$ cat src/rtl/ula_arbitro.sv
// ula_arbitro: round-robin arbiter sharing one ULA (add/multiply) between two requesters.
// Optional feature macro ULA_SATURA_EN: saturate overflowing add results instead of wrapping.
module ula_arbitro #(
   parameter int WIDTH = 16,
   parameter int CNT_W = 16
) (
   input  logic             clk,
   input  logic             rst_n,
   input  logic [1:0]       req_valid,
   output logic [1:0]       req_ready,
   input  logic [WIDTH-1:0] req_a0,
   input  logic [WIDTH-1:0] req_b0,
   input  logic             req_sel0,
   input  logic [WIDTH-1:0] req_a1,
   input  logic [WIDTH-1:0] req_b1,
   input  logic             req_sel1,
   output logic             rsp_valid,
   input  logic             rsp_ready,
   output logic             rsp_id,
   output logic [WIDTH-1:0] rsp_c,
   output logic             rsp_ovf,
   output logic [WIDTH-1:0] ula_a,
   output logic [WIDTH-1:0] ula_b,
   output logic             ula_sel,
   input  logic [WIDTH-1:0] ula_c,
   input  logic             ula_ovf,
   output logic             busy,
   output logic [CNT_W-1:0] op_count
);

   typedef enum logic [1:0] {OCIOSO, EXECUTA, RESPONDE} estado_t;

   estado_t          estado, proximo;
   logic             last_grant;
   logic             grant_ok;
   logic             grant_id;
   logic             rsp_hs;
   logic [WIDTH-1:0] res_c;

   // Grants are only made while idle; a tie goes to the requester not served last.
   always_comb begin
      grant_ok = 1'b0;
      grant_id = 1'b0;
      if (estado == OCIOSO) begin
         case (req_valid)
            2'b01:   begin grant_ok = 1'b1; grant_id = 1'b0;        end
            2'b10:   begin grant_ok = 1'b1; grant_id = 1'b1;        end
            2'b11:   begin grant_ok = 1'b1; grant_id = ~last_grant; end
            default: ;
         endcase
      end
   end

   assign rsp_hs = rsp_valid & rsp_ready;

   always_ff @(posedge clk or negedge rst_n) begin
      if (!rst_n) estado <= OCIOSO;
      else        estado <= proximo;
   end

   always_comb begin
      proximo = estado;
      case (estado)
         OCIOSO:   if (grant_ok) proximo = EXECUTA;
         EXECUTA:  proximo = RESPONDE;
         RESPONDE: if (rsp_hs) proximo = OCIOSO;
         default:  proximo = OCIOSO;
      endcase
   end

   always_comb begin
      req_ready = '0;
      if (grant_ok) req_ready[grant_id] = 1'b1;
      busy = (estado != OCIOSO);
   end

   always_comb begin
      res_c = ula_c;
`ifdef ULA_SATURA_EN
      // Clamp toward the sign of the operands (both share ula_a's sign on overflow).
      if (!ula_sel && ula_ovf)
         res_c = ula_a[WIDTH-1] ? {1'b1, {(WIDTH-1){1'b0}}} : {1'b0, {(WIDTH-1){1'b1}}};
`endif
   end

   always_ff @(posedge clk or negedge rst_n) begin
      if (!rst_n) begin
         ula_a      <= '0;
         ula_b      <= '0;
         ula_sel    <= 1'b0;
         rsp_valid  <= 1'b0;
         rsp_id     <= 1'b0;
         rsp_c      <= '0;
         rsp_ovf    <= 1'b0;
         op_count   <= '0;
         last_grant <= 1'b1;
      end else begin
         if (grant_ok) begin
            ula_a      <= grant_id ? req_a1   : req_a0;
            ula_b      <= grant_id ? req_b1   : req_b0;
            ula_sel    <= grant_id ? req_sel1 : req_sel0;
            rsp_id     <= grant_id;
            last_grant <= grant_id;
         end
         if (estado == EXECUTA) begin
            rsp_c     <= res_c;
            rsp_ovf   <= ula_ovf & ~ula_sel;
            rsp_valid <= 1'b1;
         end else if (rsp_hs) begin
            rsp_valid <= 1'b0;
            op_count  <= op_count + CNT_W'(1);
         end
      end
   end

endmodule

$ cat config.mk
export PLATFORM = sky130hd
export DESIGN_NAME = ula_arbitro
export DESIGN_NICKNAME = d
export VERILOG_FILES = /design/src/rtl/ula_arbitro.sv
export SDC_FILE = /design/constraint.sdc
export NUM_CORES = 1
export LEC_CHECK = 0
export ABC_AREA = 0
export BUFFER_PORTS_ARGS = -buffer_cell sky130_fd_sc_hd__buf_2
export CORE_MARGIN = 5
export CORE_UTILIZATION = 44
export DETAILED_ROUTE_END_ITERATION = 12
export MAX_ROUTING_LAYER = met4
export PLACE_DENSITY = 0.89
export SYNTH_ARGS = -nofsm -noshare
export SYNTH_HDL_FRONTEND = slang
export SYNTH_SLANG_ARGS = --single-unit
$ cat constraint.sdc
create_clock -name clk -period 1.6 [get_ports clk]
set_input_delay 0.32 -clock clk [delete_from_list [all_inputs] [get_ports clk]]
set_output_delay 0.32 -clock clk [all_outputs]
set_load 0.02 [all_outputs]
* Word level (Yosys, flattened, before mapping)
Cells that the tools add are included.
Widths: inputs -> output; s select.
** Operators by class
- $add $sub $neg :: 1
- Magnitude comparators :: 2
- Equality and inequality tests :: 7
- Multiplexer cells :: 15
- Bitwise gates (word level) :: 5
- Reduce and logical (&&, ||, !) cells :: 7
** Operators with widths (count)
- $mux 16 :: 2
- $add 16x1->16 const B :: 1
- $mux 1 :: 7
- $eq 2x2->1 const B :: 3
- $mux 2 :: 3
- $pmux 2 s3 :: 1
- $eq 2x1->1 const B :: 2
- $ne 2x2->1 const B :: 2
- $reduce_and 2->1 :: 2
- $reduce_bool 2->1 :: 2
- $not 1->1 :: 3
- $reduce_or 3->1 :: 1
- $and 1x1->1 :: 2
- $logic_not 2->1 :: 1
- $lt 1x2->1 const B :: 1
- $pmux 1 s2 :: 1
- $demux 1 s1 :: 1
- $ge 1x1->1 const B :: 1
- $logic_and 1x1->1 :: 1
** Word-level totals
- Register bits :: 71
- Output and inout port bits :: 71
- Word-level logic and storage cells :: 47

* Logic depth before layout (Yosys ltp)
Gate-level depths: netlist (run 1).
- Depth in word-level cells :: 8
- Gate-level depth with buffers :: 6
- Mapped depth without buffers :: 5

* Worst setup path after synthesis (run 1)
Ideal clock, no wire load.
- Path type :: reg-to-reg
- From :: register op_count[0]
- To :: register op_count[10]
- Library setup time :: 129 ps
- Arrival time :: 1395 ps
- Required time :: 1471 ps
- Slack :: 76 ps
- Stages on the path, launching flop included :: 6
- Path buffers :: 0
- Cell sequence :: dfrtp_1 > ha_1 > nand2_1 > nor4_2 > nand4_1 > xnor2_1
** On the way
- Cells in the longest elaborated chain, start to end :: 1
** RTL lines
- start: declaration :: line 28 : output logic [CNT_W-1:0] op_count
- start signal: assignment :: line 111 : op_count <= op_count + CNT_W'(1);
- $add 16x1->16 :: line 111
Every way passes these cells.
A chain may end at the register's enable or synchronous reset.

* Final worst setup path (run 1)
- From :: register last_grant
- To :: output port req_ready[0]
** On the way
- Cells in the longest elaborated chain, start to end :: 8
- Elaborated cells on any way between the ends :: 9
- Those cells by class :: order compare (2); mux (5); bitwise (1); reduce/logical (1)
** RTL lines
- start: declaration :: line 34 : logic last_grant;
- start signal: assignment :: line 103 : last_grant <= grant_id;
- $not 1->1 (*) :: line 48 : 2'b11: begin grant_ok = 1'b1; grant_id = ~last_grant; end
- $pmux 1 s2 (*) :: line 45 : case (req_valid)
- $mux 1 (*) :: line 44 : if (estado == OCIOSO) begin
- $lt 1x2->1 (implied by the code) or $ge 1x1->1 (tied branches) :: line 73 : if (grant_ok) req_ready[grant_id] = 1'b1;
- $logic_and 1x1->1 (implied by the code) :: line 73
- $mux 1 (implied by the code) :: line 73
- $demux 1 s1 (*) :: line 73
- $mux 2 (*) :: line 73
- end: declaration :: line 10 : output logic [1:0] req_ready,
Mark *: on every way between the ends. The rest lies on a longest branch, timed or not.

==> results of run 1 <==
final cells by class:
class / count / area [um2] / area share (%)
sequential: 71 / 1780 / 43.8
timing repair buffer: 171 / 942 / 23.2
multi-input combinational: 137 / 930 / 22.9
clock buffer: 10 / 138 / 3.39
inverter: 36 / 135 / 3.33
tap: 77 / 96.3 / 2.37
clock inverter: 6 / 45.0 / 1.11
per-layer routing:
metal | vias up | wire [um]
li1 | 1239 | -
met1 | 1261 | 2960
met2 | 127 | 3630
met3 | 13 | 651
met4 | 0 | 135
met5 | - | 0
power groups by stage:
stage	sequential (W)	clock (W)	combinational, W
floorplan	0.00383	0	0.00151
CTS	0.00299	0.00131	0.00380
global route	0.00309	0.00140	0.00413
finish	0.00299	0.00126	0.00379
global placement	0.00296	0	0.00357
detailed placement	0.00299	0	0.00369
flip-flops by register name, summed over array words and instances (netlist names):
name	count
ula_b	16
rsp_c	16
last_grant	1
op_count	16
rsp_valid	1
rsp_ovf	1
rsp_id	1
ula_sel	1
ula_a	16
estado	2
through the flow:
step | setup slack, ps | setup TNS [ps] | instances | utilization (%) | hold slack, ps
detailed placement | 7.85 | 0 | 489 | 59.6 | 372
CTS | -12.3 | -12.3 | 508 | 63.2 | 8.79
global route | -48.3 | -99.8 | 508 | 63.6 | 21.7
global placement | 56.3 | 0 | 489 | 59.6 | 365
floorplan | 75.7 | 0 | 259 | - | 24.4
finish | 10.6 | 0 | 508 | 63.6 | 8.68
final timing paths:
| kind | from | to | slack (ps) |
|---|---|---|---|
| max reg2reg | estado[1] | op_count[1] | 60 |
| min reg2reg | op_count[15] | op_count[15] | 470 |
| max | last_grant | req_ready[0] | 10 |
| min in group clk | ula_c[12] | rsp_c[12] | 180 |
| min | rst_n | op_count[14] | 9 |
| max in group asynchronous | rst_n | last_grant | 1280 |
logic make-up (layout without fill, tap and decap cells):
| family | Yosys count | after routing |
|---|---|---|
| compound gates | 37 | 37 |
| xor+xnor | 15 | 15 |
| fa+ha+maj | 1 | 1 |
| buf+inv | 51 | 223 |
| flops | 71 | 71 |
| mux | 1 | 1 |
| simple gates | 83 | 83 |
worst register-to-register path, delay by kind of cell, from the launching register on:
family,cells,cell delay (ps)
flip-flops,1,410
multiplexers,1,300
AND/OR/NAND/NOR,2,560
buffers and inverters,1,150
cells in the mapped netlist (2+ instances only):
library cell and count:
nand3b_1 2, nand2_1 58, a222oi_1 33, clkbuf_1 5, xnor2_1 11, xor2_1 4
nand4_1 4, inv_1 36, nand3_1 6, and3_1 3, nor2_1 2, buf_6 3
nand2b_1 2, dfrtp_1 70, a21o_1 2, buf_2 7
repair_timing:
item,4_1_cts,5_1_grt
buffers inserted,3,0
resized for setup,9,5
setup endpoints to repair,3,16
pin swaps,2,8
hold buffers,0,0
==> reports/metrics.csv, run 1 <==
stage;metric;value;unit
synthesis;synthMuxAreaShare;0.388;%
synthesis;ys_ff_latch;71;
flow_run;maxCapViolCount;0;
global_route;grt_pass1_wl;12100;um
critical_path;cp.arrival;1270;ps
synthesis;synth-xor-area-share;4.53;%
power;sequentialPowerShare;37.2;%
critical_path;crit_path_end_kind;primary output;
timing;slew_violations;0;
global_route;first_global_vias;2601;
synthesis;synth_top_area_share;60.4;%
clock_network;numCtsBuffers;9;
synthesis;syn-cell-area;2900;um2
floorplan;design.portCount;159;
global_route;grt-ovfl-total;0;
layout;drive_above_1_share;45.5;%
critical_path;cp_max_fo;3;
synthesis;synth_async_sr_flop_share;100;%
critical_path;critPathTopFamily;flip-flops;
synthesis;synthCells;259;
place;post_dp_cell_area;3800;um2
power;clkPwrFrac;15.7;%
route;viasPerCell;5.20;
place;gp_congestion;0.780;
power;vdd_drop_max;1.28;mV
synthesis;yosys.area_share.simple;13.4;%
status;status;complete, no violations;
floorplan;die-area;8320;um2
clock_network;cts.sinks;71;
layout;fin_nets;515;
timing;tightest_slew;442;ps
synthesis;synth_top_family_by_area;simple AND/OR/NAND/NOR gates;
critical_path;cpMaxStageDelayCell;dfstp_2;
route;vias;2640;
power;p_int;0.00463;W
critical_path;path_cells;nand2b_1 > and3_4 > buf_6;
synthesis;synth_area_leaders;dfrtp_1 (60%), a222oi_1 (11%), nand2_1 (7.5%);
synthesis;ys.warnings.count;0;
clock_network;clkTransAtPathRegs;80;ps
place;hpwl;5510;um
power;power;0.00805;W
global_route;gr-usage-met3;4.88;%
min_path;min_path_type;in2async;
layout;diodes;0;
power;p_leak;2.31;nW
critical_path;crit_type;reg2out;
floorplan;row_count;29;
synthesis;seq_area_frac_synth;61.3;%
timing;relSlewSlack;70.4;%
global_route;grt_antenna_before_repair;0;
route;wire_per_inst;14.5;um
route;drt_iter0_markers;199;
critical_path;path_depth;3;
route;drc;0;
place;port_buffers;158;
layout;n_fill_cell;539;
synthesis;synth_compound_gate_area_share;12.3;%
synthesis;avgSynthCellArea;11.2;um2
layout;final_cell_mix;buf_2 (156), dfrtp_1 (70), nand2_1 (58);
power;p_comb_share;47.1;%
clock_network;root_buffer;clkbuf_8;
timing;min_period;1590;ps
floorplan;die_h;91.2;um
synthesis;synth_nets;348;
critical_path;cp-start-kind;flip-flop;
power;switching_power;0.00342;W
layout;fin_area;4060;um2
layout;final_common_cell;buf_2;
global_route;grt_max_degree;72;
critical_path;cp_data_required_time;1280;ps
clock_network;clock_latency;330;ps
global_route;grt_use_total;18.2;%
clock_network;htreeDepth;3;
synthesis;synth_area_leader_cell;dfrtp_1;
timing;finClkSkew;8.32;ps
synthesis;synth_edf_count;0;
route;ant_nets;0;
synthesis;synth_ff_type;dfrtp_1;
timing;finalCritPeriodShare;99.3;%
clock_network;cts_max_path_buffers;2;
global_route;grt_busiest_layer;met2;
layout;syn2layout_area_growth;40.1;%
critical_path;r2r_cells;4;
critical_path;crit_buf_inv;1;
power;switching_share;42.5;%
synthesis;yosysUniqueCellTypes;27;
clock_network;cts_tree;done;
floorplan;core-area;6390;um2
timing;hold_viol_final;0;
power;powerDensity;1980;nW/um2
global_route;met1_usage;22.5;%
timing;rsz0062_at_grt;true;
floorplan;die_width;91.2;um
route;wl;7380;um
critical_path;critical_path.max_stage_delay;550;ps
synthesis;synth_fa_ha_area_share;0.431;%
floorplan;initial_core_util;45.4;%
timing;finalSetupViolCount;0;
timing;clock.fmax;629;MHz
global_route;gr-usage-met2;28.1;%
route;first_pass_iters;6;
No activity file was read; power rests on OpenSTA's default activity.
==> run 2, diff against run 1 <==
--- a/config.mk
+++ b/config.mk
@@ -11,7 +11,7 @@
 export CORE_UTILIZATION = 44
 export DETAILED_ROUTE_END_ITERATION = 12
 export MAX_ROUTING_LAYER = met4
-export PLACE_DENSITY = 0.89
+export PLACE_DENSITY_LB_ADDON = 0.1
 export SYNTH_ARGS = -nofsm -noshare
 export SYNTH_HDL_FRONTEND = slang
 export SYNTH_SLANG_ARGS = --single-unit
==> run 2 against run 1 <==
Compared with the run above:
- critical path depth stayed put
- largest cell class unchanged
- combinational power is 3% higher
- maximum frequency is 0.28% higher
- die area stayed put
- first-iteration DRC count is 9.5% lower
- highest routed layer unchanged
- clock power is 12% higher
- via count is 0.83% lower
==> reports/metrics.csv, run 2 (synthesized netlist as in run 1, its figures left out) <==
stage;metric;value;unit
timing;slew_violations;0;
layout;final_common_cell;buf_2;
floorplan;row_count;29;
clock_network;cts_max_path_buffers;2;
power;vdd_drop_max;1.21;mV
route;ant_nets;0;
place;port_buffers;158;
timing;finalCritPeriodShare;99.1;%
layout;fin_area;4140;um2
power;powerDensity;2000;nW/um2
place;hpwl;5730;um
route;wire_per_inst;15.3;um
global_route;grt_max_degree;72;
status;status;complete, no violations;
clock_network;cts_tree;done;
critical_path;cp_data_required_time;1280;ps
route;wl;7870;um
floorplan;die_h;91.2;um
min_path;min_path_type;in2async;
global_route;grt_antenna_before_repair;0;
floorplan;initial_core_util;45.4;%
global_route;grt_use_total;18.7;%
route;first_pass_iters;10;
route;viasPerCell;5.10;
timing;tightest_slew;426;ps
global_route;first_global_vias;2609;
clock_network;clock_latency;330;ps
timing;clock.fmax;631;MHz
timing;finalSetupViolCount;0;
power;p_leak;2.36;nW
layout;final_cell_mix;buf_2 (156), dfrtp_1 (70), nand2_1 (58);
route;drc;0;
timing;min_period;1590;ps
floorplan;die_width;91.2;um
floorplan;core-area;6390;um2
clock_network;root_buffer;clkbuf_8;
clock_network;cts_hold_buf;0;
clock_network;clkTransAtPathRegs;70;ps
timing;finalSetupTns;0;ps
critical_path;cp.arrival;1270;ps
floorplan;die-area;8320;um2
floorplan;design.portCount;159;
critical_path;crit_type;reg2out;
layout;diodes;0;
place;post_dp_cell_area;3870;um2
global_route;grt_pass1_wl;12400;um
place;gp_congestion;0.755;
clock_network;cts.sinks;71;
timing;hold_viol_final;0;
clock_network;htreeDepth;3;
critical_path;cp-start-kind;flip-flop;
route;vias;2618;
global_route;grt-ovfl-total;0;
timing;rsz0062_at_grt;true;
critical_path;crit_path_end_kind;primary output;
layout;fin_nets;521;
timing;finClkSkew;5.43;ps
route;drt_iter0_markers;180;
layout;syn2layout_area_growth;42.6;%
critical_path;cp_max_fo;3;
layout;n_fill_cell;540;
timing;relSlewSlack;71.4;%
clock_network;numCtsBuffers;9;
flow_run;maxCapViolCount;0;
layout;drive_above_1_share;45.9;%
run 2: power breakdown:
group / internal (W) / total, W / switching (W) / leakage [nW]
clock: 0.000795 / 0.00141 / 0.000612 / 0.0985
sequential: 0.00255 / 0.00297 / 0.000421 / 0.893
combinational: 0.00157 / 0.00392 / 0.00235 / 1.37
run 2: final cells by class:
| cell class | count | area (um2) | area share (%) |
|---|---|---|---|
| Clock buffer | 12 | 155 | 3.75 |
| Clock inverter | 3 | 42.5 | 1.03 |
| Inverter | 36 | 135 | 3.27 |
| Multi-Input combinational cell | 137 | 916 | 22.1 |
| Sequential cell | 71 | 1780 | 43.0 |
| Tap cell | 77 | 96.3 | 2.33 |
| Timing Repair Buffer | 177 | 1010 | 24.5 |
run 2: layer usage:
| layer | global-route usage [%] | wire [um] | up-vias | part of all wire (%) |
|---|---|---|---|---|
| met5 | - | 0 | - | 0 |
| met3 | 4.55 | 682 | 11 | 8.7 |
| met1 | 23.0 | 3170 | 1244 | 40 |
| met4 | 7.09 | 112 | 0 | 1.4 |
| li1 | - | - | 1245 | - |
| met2 | 29.9 | 3910 | 118 | 50 |
run 2: worst paths after layout:
| path | from | endpoint | slack, ps | cells past startpoint |
|---|---|---|---|---|
| max in group asynchronous | rst_n | last_grant | 1260 | 2 |
| min in group clk | ula_c[5] | rsp_c[5] | 180 | 3 |
| setup reg to reg | last_grant | ula_b[4] | 80 | 6 |
| setup / recovery | last_grant | req_ready[0] | 10 | 3 |
| hold reg to reg | op_count[15] | op_count[15] | 470 | 1 |
| hold / removal | rst_n | op_count[14] | 6 | 2 |
run 2: per-stage QoR:
step                      setup WS, ps  instances  power, W  util, %  hold WS, ps
after floorplan                   75.7        259   0.00534        -         24.4
after global placement             110        495   0.00675     60.7          376
after detailed placement          75.8        495   0.00684     60.7          374
after CTS                         1.86        511   0.00832     64.3         16.8
after global routing             -33.4        513   0.00886     64.8         21.8
final                             15.0        513   0.00829     64.8         5.73
run 2: timing repair:
| item | CTS | global route |
|---|---|---|
| setup buffers | 1 | 1 |
| cloned | 0 | 1 |
| resized for setup | 9 | 0 |
| setup endpoints to repair | 2 | 5 |
| pin swaps | 1 | 3 |
run 2: worst max-delay path, stage by stage, from the launching register on:
cell and delay (ps):
dfstp_2 540, nand2b_1 100, and3_4 180, buf_6 120
==> run 3, diff against run 2 <==
--- a/config.mk
+++ b/config.mk
@@ -11,7 +11,7 @@
 export CORE_UTILIZATION = 44
 export DETAILED_ROUTE_END_ITERATION = 12
 export MAX_ROUTING_LAYER = met4
-export PLACE_DENSITY_LB_ADDON = 0.1
+export PLACE_DENSITY = 0.79
 export SYNTH_ARGS = -nofsm -noshare
 export SYNTH_HDL_FRONTEND = slang
 export SYNTH_SLANG_ARGS = --single-unit
==> run 3 against run 2 <==
Compared with the run above:
- the run now ends with setup timing left
- hold slack better by 160 ps
- combinational power is 2% higher
- core utilization is 0.29 points higher
- total power is 0.36% lower
- clock skew is 7.9 ps higher
- die area stayed put
- non-clock buffer count is 2 higher
- critical path depth stayed put
- clock-buffer cell count is 1 higher
- sequential power hardly changed
- clock power is 9% lower
- critical endpoint unchanged
- largest power group unchanged
==> reports/metrics.csv, run 3 (synthesized netlist as in run 1, its figures left out) <==
stage;metric;value;unit
clock_network;cts_max_path_buffers;2;
power;vdd_drop_max;1.21;mV
clock_network;clkTransAtPathRegs;80;ps
clock_network;cts.sinks;71;
timing;whs;169;ps
layout;syn2layout_area_growth;43.3;%
floorplan;die-area;8320;um2
timing;min_period;1640;ps
status;status;finished, violations left;
timing;finalSetupTns;-70.4;ps
floorplan;design.portCount;159;
route;wire_per_inst;15.4;um
timing;slew_violations;0;
timing;setup_slack;-37.3;ps
critical_path;cp-start-kind;flip-flop;
critical_path;cp_max_fo;3;
critical_path;crit_type;reg2out;
clock_network;root_buffer;clkbuf_8;
critical_path;r2r_cells;6;
floorplan;row_count;29;
global_route;grt_use_total;19.1;%
timing;finClkSkew;13.3;ps
timing;relSlewSlack;75.0;%
clock_network;cts_tree;done;
place;port_buffers;158;
layout;n_fill_cell;502;
critical_path;cp.arrival;1320;ps
timing;clock.fmax;611;MHz
global_route;grt_pass1_wl;12500;um
critical_path;reg2reg_to;ula_a[14];
layout;fin_area;4160;um2
place;gp_congestion;0.809;
floorplan;die_width;91.2;um
route;drc;0;
route;wl;7970;um
global_route;grt-ovfl-total;0;
clock_network;htreeDepth;3;
critical_path;crit_start;last_grant;
place;dp.cells;491;
layout;fin_nets;523;
timing;hold_viol_final;0;
power;p_leak;2.37;nW
place;post_dp_cell_area;3830;um2
route;drt_iter0_markers;190;
critical_path;r2r-start;last_grant;
power;powerDensity;1990;nW/um2
critical_path;crit_path_end_kind;primary output;
layout;seq_area;1780;um2
layout;drive_above_1_share;45.8;%
timing;tightest_slew;373;ps
layout;final_common_cell;buf_2;
critical_path;cp_data_required_time;1280;ps
global_route;grt_max_degree;63;
floorplan;core-area;6390;um2
route;first_pass_iters;6;
route;ant_nets;0;
timing;rsz0062_at_grt;true;
clock_network;numCtsBuffers;9;
min_path;min_path_type;in2reg;
clock_network;clock_latency;330;ps
route;viasPerCell;5.18;
layout;final_cell_mix;buf_2 (155), dfrtp_1 (70), nand2_1 (58);
layout;multi_input_area;925;um2
global_route;grt_antenna_before_repair;0;
floorplan;initial_core_util;45.4;%
route;vias;2673;
critical_path;crit_end;req_ready[0];
critical_path;r2r_slack;40;ps
floorplan;die_h;91.2;um
status;violations;setup timing;
timing;finalSetupViolCount;2;
layout;diodes;0;
layout;layout.cells.non_filler;516;
place;hpwl;5830;um
global_route;first_global_vias;2635;
timing;finalCritPeriodShare;102;%
flow_run;maxCapViolCount;0;
run 3: changes by cell type in the layout (fill, tap and decap cells not counted), sizes merged:
cell / change
buf: +1
bufinv: -1
clkbuf: +1
clkinv: +1
dlygate4sd3: +1
run 3: critical path, cell delays in order, from the launching register on:
cell      delay (ps)
dfstp_2          540
nand2b_1         120
and3_4           200
buf_6            120
run 3: how the worst min path moves through the flow:
stage                         start  cells past startpoint   endpoint
after global routing      ula_c[14]                      3  rsp_c[14]
after CTS                 ula_c[11]                      3  rsp_c[11]
after detailed placement      rst_n                      1   ula_a[0]
after global placement        rst_n                      1   ula_b[8]
after floorplan               rst_n                      0  estado[0]
final                     ula_c[11]                      3  rsp_c[11]
run 3: layout make-up:
type | count | area share [%]
clock inverter | 3 | 0.422
inverter | 36 | 3.25
tap | 77 | 2.32
timing repair buffer | 179 | 25.1
sequential | 71 | 42.8
clock buffer | 13 | 3.82
multi-input combinational | 137 | 22.3
run 3: repair_timing:
item | 4_1_cts | 5_1_grt
buffers inserted | 5 | 2
hold endpoints to repair | 9 | 0
cloned | 0 | 1
hold buffers | 1 | 0
setup endpoints to repair | 2 | 27
pin swaps | 2 | 5
gates resized for setup | 11 | 6
run 3: power breakdown:
group          switching [W]  internal (W)
sequential          0.000427       0.00255
clock               0.000632      0.000644
combinational        0.00239       0.00163
total                0.00344       0.00482
run 3: routing by layer:
metal	vias to the layer above	wire [um]	global-route usage, %
li1	1259	-	-
met1	1256	3110	22.0
met2	146	3940	31.4
met3	12	790	5.62
met4	0	129	7.33
met5	-	0	-
run 3: per-stage QoR:
stage	total power [W]	util, %	setup slack, ps
3_3_place_gp	0.00663	60.0	137
2_1_floorplan	0.00534	-	75.7
6_report	0.00826	65.1	-37.3
5_1_grt	0.00880	65.1	-97.1
3_5_place_dp	0.00677	60.0	91.5
4_1_cts	0.00822	64.0	-47.3
